==> src/rtl/tcu_issuer_pkg.sv <==
// Shared widths and issuer FSM encoding for the PSU->TCU timed-instruction path.
package tcu_issuer_pkg;

  localparam int unsigned DefOpcodeBw = 8;
  localparam int unsigned DefTimeBw   = 16;
  localparam int unsigned DefNumPq    = 4;
  localparam int unsigned DefCwdBw    = 4;

  localparam logic [1:0] ISSUER_IDLE  = 2'd0;
  localparam logic [1:0] ISSUER_ISSUE = 2'd1;
  localparam logic [1:0] ISSUER_DRAIN = 2'd2;

  typedef enum logic [1:0] {
    StIdle  = ISSUER_IDLE,
    StIssue = ISSUER_ISSUE,
    StDrain = ISSUER_DRAIN
  } issuer_state_e;

endpackage

==> src/rtl/issue_fifo.sv <==
// First-word-fall-through FIFO; head data reads as zero while empty.
module issue_fifo #(
  parameter int unsigned Width  = 8,
  parameter int unsigned AddrBw = 2
) (
  input  logic              clk_i,
  input  logic              rst_ni,
  input  logic              push_i,
  input  logic              pop_i,
  input  logic [Width-1:0]  wdata_i,
  output logic [Width-1:0]  rdata_o,
  output logic              full_o,
  output logic              empty_o,
  output logic [AddrBw:0]   count_o
);

  localparam int unsigned Depth = 1 << AddrBw;

  logic [Width-1:0]  mem_q [Depth];
  logic [AddrBw-1:0] wptr_q, rptr_q;
  logic [AddrBw:0]   count_q, count_d;
  logic              do_push, do_pop;

  assign empty_o = (count_q == '0);
  assign full_o  = (count_q == (AddrBw + 1)'(Depth));
  assign count_o = count_q;
  assign rdata_o = empty_o ? '0 : mem_q[rptr_q];

  // A pop frees the head slot this cycle, so a push into a full FIFO is fine.
  assign do_pop  = pop_i & ~empty_o;
  assign do_push = push_i & (~full_o | do_pop);

  always_comb begin
    count_d = count_q + (AddrBw + 1)'(do_push) - (AddrBw + 1)'(do_pop);
  end

  always_ff @(posedge clk_i) begin
    if (do_push) mem_q[wptr_q] <= wdata_i;
  end

  always_ff @(posedge clk_i or negedge rst_ni) begin
    if (!rst_ni) begin
      wptr_q  <= '0;
      rptr_q  <= '0;
      count_q <= '0;
    end else begin
      if (do_push) wptr_q <= wptr_q + 1'b1;
      if (do_pop)  rptr_q <= rptr_q + 1'b1;
      count_q <= count_d;
    end
  end

endmodule

==> src/rtl/tcu_issuer.sv <==
// Buffers timed instructions and pushes them into the TCU time buffer, honouring
// drain barriers and clamping zero timing deltas to one.
module tcu_issuer
  import tcu_issuer_pkg::*;
#(
  parameter int unsigned OPCODE_BW = DefOpcodeBw,
  parameter int unsigned TIME_BW   = DefTimeBw,
  parameter int unsigned NUM_PQ    = DefNumPq,
  parameter int unsigned CWD_BW    = DefCwdBw,
  parameter int unsigned ADDR_BW   = 2,
  parameter int unsigned CNT_BW    = 16
) (
  input  logic                     clk,
  input  logic                     rst,
  input  logic                     in_valid,
  output logic                     in_ready,
  input  logic [OPCODE_BW-1:0]     in_opcode,
  input  logic [TIME_BW-1:0]       in_timing,
  input  logic                     in_barrier,
  input  logic [NUM_PQ*CWD_BW-1:0] in_cwdarray,
  input  logic                     timebuf_full,
  input  logic                     timebuf_empty,
  output logic                     psu_valid,
  output logic [OPCODE_BW-1:0]     opcode_out,
  output logic [TIME_BW-1:0]       timing_out,
  output logic [NUM_PQ*CWD_BW-1:0] cwdarray_out,
  output logic                     busy,
  output logic                     err_zero_timing,
  output logic [CNT_BW-1:0]        issued_cnt
);

  localparam int unsigned CwdW   = NUM_PQ * CWD_BW;
  localparam int unsigned EntryW = 1 + OPCODE_BW + TIME_BW + CwdW;

  issuer_state_e       state_q, state_d;
  logic [CNT_BW-1:0]   issued_cnt_q;
  logic                err_q;

  logic                fifo_push, fifo_full, fifo_empty;
  logic [ADDR_BW:0]    fifo_count;
  logic [EntryW-1:0]   wdata, rdata;
  logic                zero_timing, head_barrier, last_entry;
  logic [TIME_BW-1:0]  timing_clamped;

  assign zero_timing    = (in_timing == '0);
  assign timing_clamped = zero_timing ? TIME_BW'(1) : in_timing;
  assign in_ready       = ~fifo_full;
  assign fifo_push      = in_valid & in_ready;
  assign wdata          = {in_barrier, in_opcode, timing_clamped, in_cwdarray};

  assign {head_barrier, opcode_out, timing_out, cwdarray_out} = rdata;
  assign last_entry = (fifo_count == (ADDR_BW + 1)'(1));

  issue_fifo #(
    .Width  (EntryW),
    .AddrBw (ADDR_BW)
  ) u_fifo (
    .clk_i   (clk),
    .rst_ni  (rst),
    .push_i  (fifo_push),
    .pop_i   (psu_valid),
    .wdata_i (wdata),
    .rdata_o (rdata),
    .full_o  (fifo_full),
    .empty_o (fifo_empty),
    .count_o (fifo_count)
  );

  // Leaving IDLE on the accepting edge lets the head issue in the very next cycle.
  always_comb begin
    state_d   = state_q;
    psu_valid = 1'b0;
    unique case (state_q)
      StIdle: begin
        if (fifo_push || !fifo_empty) state_d = StIssue;
      end
      StIssue: begin
        if (fifo_empty) begin
          if (!fifo_push) state_d = StIdle;
        end else if (head_barrier && !timebuf_empty) begin
          state_d = StDrain;
        end else begin
          psu_valid = head_barrier | ~timebuf_full;
          if (psu_valid && last_entry && !fifo_push) state_d = StIdle;
        end
      end
      StDrain: begin
        psu_valid = timebuf_empty & ~fifo_empty;
        if (psu_valid) state_d = (last_entry && !fifo_push) ? StIdle : StIssue;
      end
      default: state_d = StIdle;
    endcase
  end

  always_ff @(posedge clk or negedge rst) begin
    if (!rst) begin
      state_q      <= StIdle;
      issued_cnt_q <= '0;
      err_q        <= 1'b0;
    end else begin
      state_q      <= state_d;
      issued_cnt_q <= issued_cnt_q + CNT_BW'(psu_valid);
      err_q        <= err_q | (fifo_push & zero_timing);
    end
  end

  assign busy            = ~fifo_empty | (state_q != StIdle);
  assign err_zero_timing = err_q;
  assign issued_cnt      = issued_cnt_q;

endmodule
==> config.mk <==
export PLATFORM = sky130hd
export DESIGN_NAME = tcu_issuer
export DESIGN_NICKNAME = d
export VERILOG_FILES = /design/src/rtl/tcu_issuer_pkg.sv /design/src/rtl/issue_fifo.sv /design/src/rtl/tcu_issuer.sv
export SDC_FILE = /design/constraint.sdc
export NUM_CORES = 1
export LEC_CHECK = 0
export CORE_MARGIN = 2
export CORE_UTILIZATION = 54
export DETAILED_ROUTE_END_ITERATION = 16
export PLACE_DENSITY = 0.89
export SLEW_MARGIN = 20
export SYNTH_ARGS = -nofsm -noshare
export SYNTH_HDL_FRONTEND = slang
export SYNTH_SLANG_ARGS = --single-unit
==> constraint.sdc <==
create_clock -name clk -period 3.25 [get_ports clk]
set_input_delay 0.4875 -clock clk [delete_from_list [all_inputs] [get_ports clk]]
set_output_delay 0.4875 -clock clk [all_outputs]
set_load 0.02 [all_outputs]
==> impl_metrics.yaml <==
status:
  outcome: "finished clean"
flow_run:
  max_cap_viol_count: 0
global_route:
  grt_pass1_vias: 4205
  grt_pass1_wl_um: 22430
  antenna_found_initial: 0
  grt.overflow.total: 0
  grt_max_degree: 30
  track_usage: 0.2037
clock_tree:
  ctsHtreeMaxLevel: 4
  clock_latency_ps: 430
  postCtsHoldBufs: 0
  path_clk_slew_ps: 60
  clkSinkCount: 190
  cts_tree: "done"
  ctsResizeCount: 0
  cts_buffer_depth: 2
  clockRootBuffer: "clkbuf_16"
  cts_buffers: 17
  cts_setup_buffers: 0
routing:
  drt_first_pass_iters: 4
  drt-initial-drc-count: 246
  wirelength_um: 14330
  via_per_inst: 5.608
  ant_nets: 0
  wl_per_cell_um: 20.35
  vias: 3948
  drc_errors: 0
power_and_ir_drop:
  clock_power_share: 0.229
  internal_power_uw: 6145
  p_switching_uw: 2795
  power.leakage_uw: 0.003299
  power_density_nw_per_um2: 939.0
  swShare: 0.3127
  ir_drop_mv: 0.4586
  seq_power_share: 0.380
  combPwrFrac: 0.391
final_layout:
  regArea_sq_um: 5580
  layout.nets: 569
  fin_cells: 704
  layout_common_cells: "edfxtp_1 (164), clkdlybuf4s50_1 (104), mux4_2 (41)"
  fillerInstances: 902
  final_common_cell: "edfxtp_1"
  layout-drive-gt1-share: 0.1775
  areaGrowthSynthToFinish_pct: 24.31
  multi_input_area_sq_um: 1923
  antennaDiodeCount: 0
timing:
  setup_tns_ps: 0
  max_freq_mhz: 320.8
  drv_slew: 0
  final.min_clock_period_ps: 3117
  worst_slew_pin_slew_ps: 582.7
  maxSlewHeadroom: 0.6115
  hold_viol: 0
  fin_crit_sh: 0.9591
  skew_ps: 7.454
  whs_ps: 60.95
  setup_viol: 0
  rsz0062_at_grt: "false"
synth:
  synth_top_family_by_area: "multiplexers"
  synthSimpleGateAreaFrac: 0.06468
  yosysTopAreaCell: "edfxtp_1"
  synth_seq_cells: 190
  synth_nets: 464
  synthAdderAreaFrac: 0.02058
  synth_area_leaders: "edfxtp_1 (64%), mux4_2 (12%), dfrtp_1 (8.5%), nor2b_1 (3.2%), xnor2_1 (1.8%)"
  synth_edf_count: 164
  yosys_most_used_dff: "edfxtp_1"
  synth-seq-area-share: 0.7279
  ys_types: 40
  muxShareOfSynthArea: 0.1294
  syn_area_sq_um: 7660
  synth_compound_area_frac: 0.01225
  syn-instance-count: 406
  syn_area_per_cell_sq_um: 18.87
  synth-xor-area-share: 0.02287
  synth_top_cell_area_share: 0.6429
  yosys_warnings: 0
  async_flop_share: 0.1368
floorplanning:
  rows: 43
  dieArea_sq_um: 15150
  io_pins: 106
  die_h_um: 123.1
  initial_core_util: 0.5518
  dieWidth_um: 123.1
  core_area_sq_um: 13880
placed_design:
  globalplace.congestion: 0.8020
  numPortBuffers: 105
  place_inst: 672
  dp_hpwl_um: 8895
critical_path:
  cp_data_required_time_ps: 2760
  arrival_ps: 2630
  end_kind: "output port"
  path_max_fanout: 4
  crit_type: "flip-flop to output port"
  critPathLaunchType: "flip-flop"
worst_hold_path:
  hold_class: "input pin to asynchronous set/reset pin"
path summary, 6_finish.rpt:
check | startpoint | endpoint | slack (ps) | depth (start not counted)
worst max register to register | u_fifo.rptr_q[0]$_DFFE_PN0P_ | issued_cnt[15]$_DFF_PN0_ | 530 | 9
worst min register to register | issued_cnt[15]$_DFF_PN0_ | issued_cnt[15]$_DFF_PN0_ | 490 | 1
worst min-delay path | rst | issued_cnt[15]$_DFF_PN0_ | 60 | 1
min in group clk | issued_cnt[15]$_DFF_PN0_ | issued_cnt[15]$_DFF_PN0_ | 490 | 1
max in group asynchronous | rst | u_fifo.rptr_q[0]$_DFFE_PN0P_ | 2750 | 1
worst max-delay path | u_fifo.rptr_q[0]$_DFFE_PN0P_ | psu_valid | 130 | 5
Yosys cell counts (2+ instances only):
master    instances
and2b_1           2
and3_1            5
buf_2             3
clkbuf_1         23
clkbuf_2          2
dfrtp_1          26
edfxtp_1        164
ha_1             11
inv_1            10
mux2_2            2
mux2i_1           3
mux4_2           41
nand2_1           8
nand3_1           8
nand4_1           5
nor2_1            7
nor2b_1          39
nor3_1            4
nor4_1            4
xnor2_1          16
xor2_1            4
through the flow:
step	util	total power, uW	worst slack (ps)	instance area, sq um
floorplan	-	5569	664.3	7660
global placement	0.6444	6885	513.0	8945
detailed placement	0.6440	6960	435.9	8940
CTS	0.6860	9027	109.6	9522
global route	0.6860	9347	15.49	9522
finish	0.6860	8941	132.9	9522
power groups by stage:
stage          registers [uW]  logic (uW)  clock network, uW
2_1_floorplan            3400        2170                  0
3_3_place_gp             3400        3480                  0
3_5_place_dp             3440        3520                  0
4_1_cts                  3400        3560               2070
5_1_grt                  3440        3750               2160
6_report                 3400        3500               2050
worst max-delay path, cell delays in order, from the launching register on:
cell             delay (ps)
dfrtp_4                 430
mux4_2                  570
nor3_1                  320
o21ai_2                 160
inv_1                   120
clkdlybuf4s50_1         610
cell families after synthesis:
group / after synthesis
flops: 190
buf+inv: 41
compound gates: 10
fa+ha+maj: 12
simple gates: 86
xor+xnor: 20
mux: 47
sequential cells by signal (all words and copies together) (netlist names):
| name | flops |
|---|---|
| u_fifo.rptr_q | 2 |
| u_fifo.mem_q | 164 |
| u_fifo.count_o | 3 |
| state_q | 2 |
| err_zero_timing | 1 |
| issued_cnt | 16 |
| u_fifo.wptr_q | 2 |
area by class of cell:
cell class / instances / share of cell area
Sequential cell: 190 / 0.5861
Multi-Input combinational cell: 175 / 0.2020
Timing Repair Buffer: 117 / 0.1233
Clock buffer: 27 / 0.05283
Tap cell: 180 / 0.02365
Clock inverter: 5 / 0.008279
Inverter: 10 / 0.003942
layer usage:
metal  track usage  wire (um)  up-vias
met3       0.03828        579       26
met2        0.3453       7461      115
met5             0          0        -
met4       0.08026        333        0
li1              -          -     1772
met1        0.2633       5951     2035
Power figures use the tool's default switching activity.
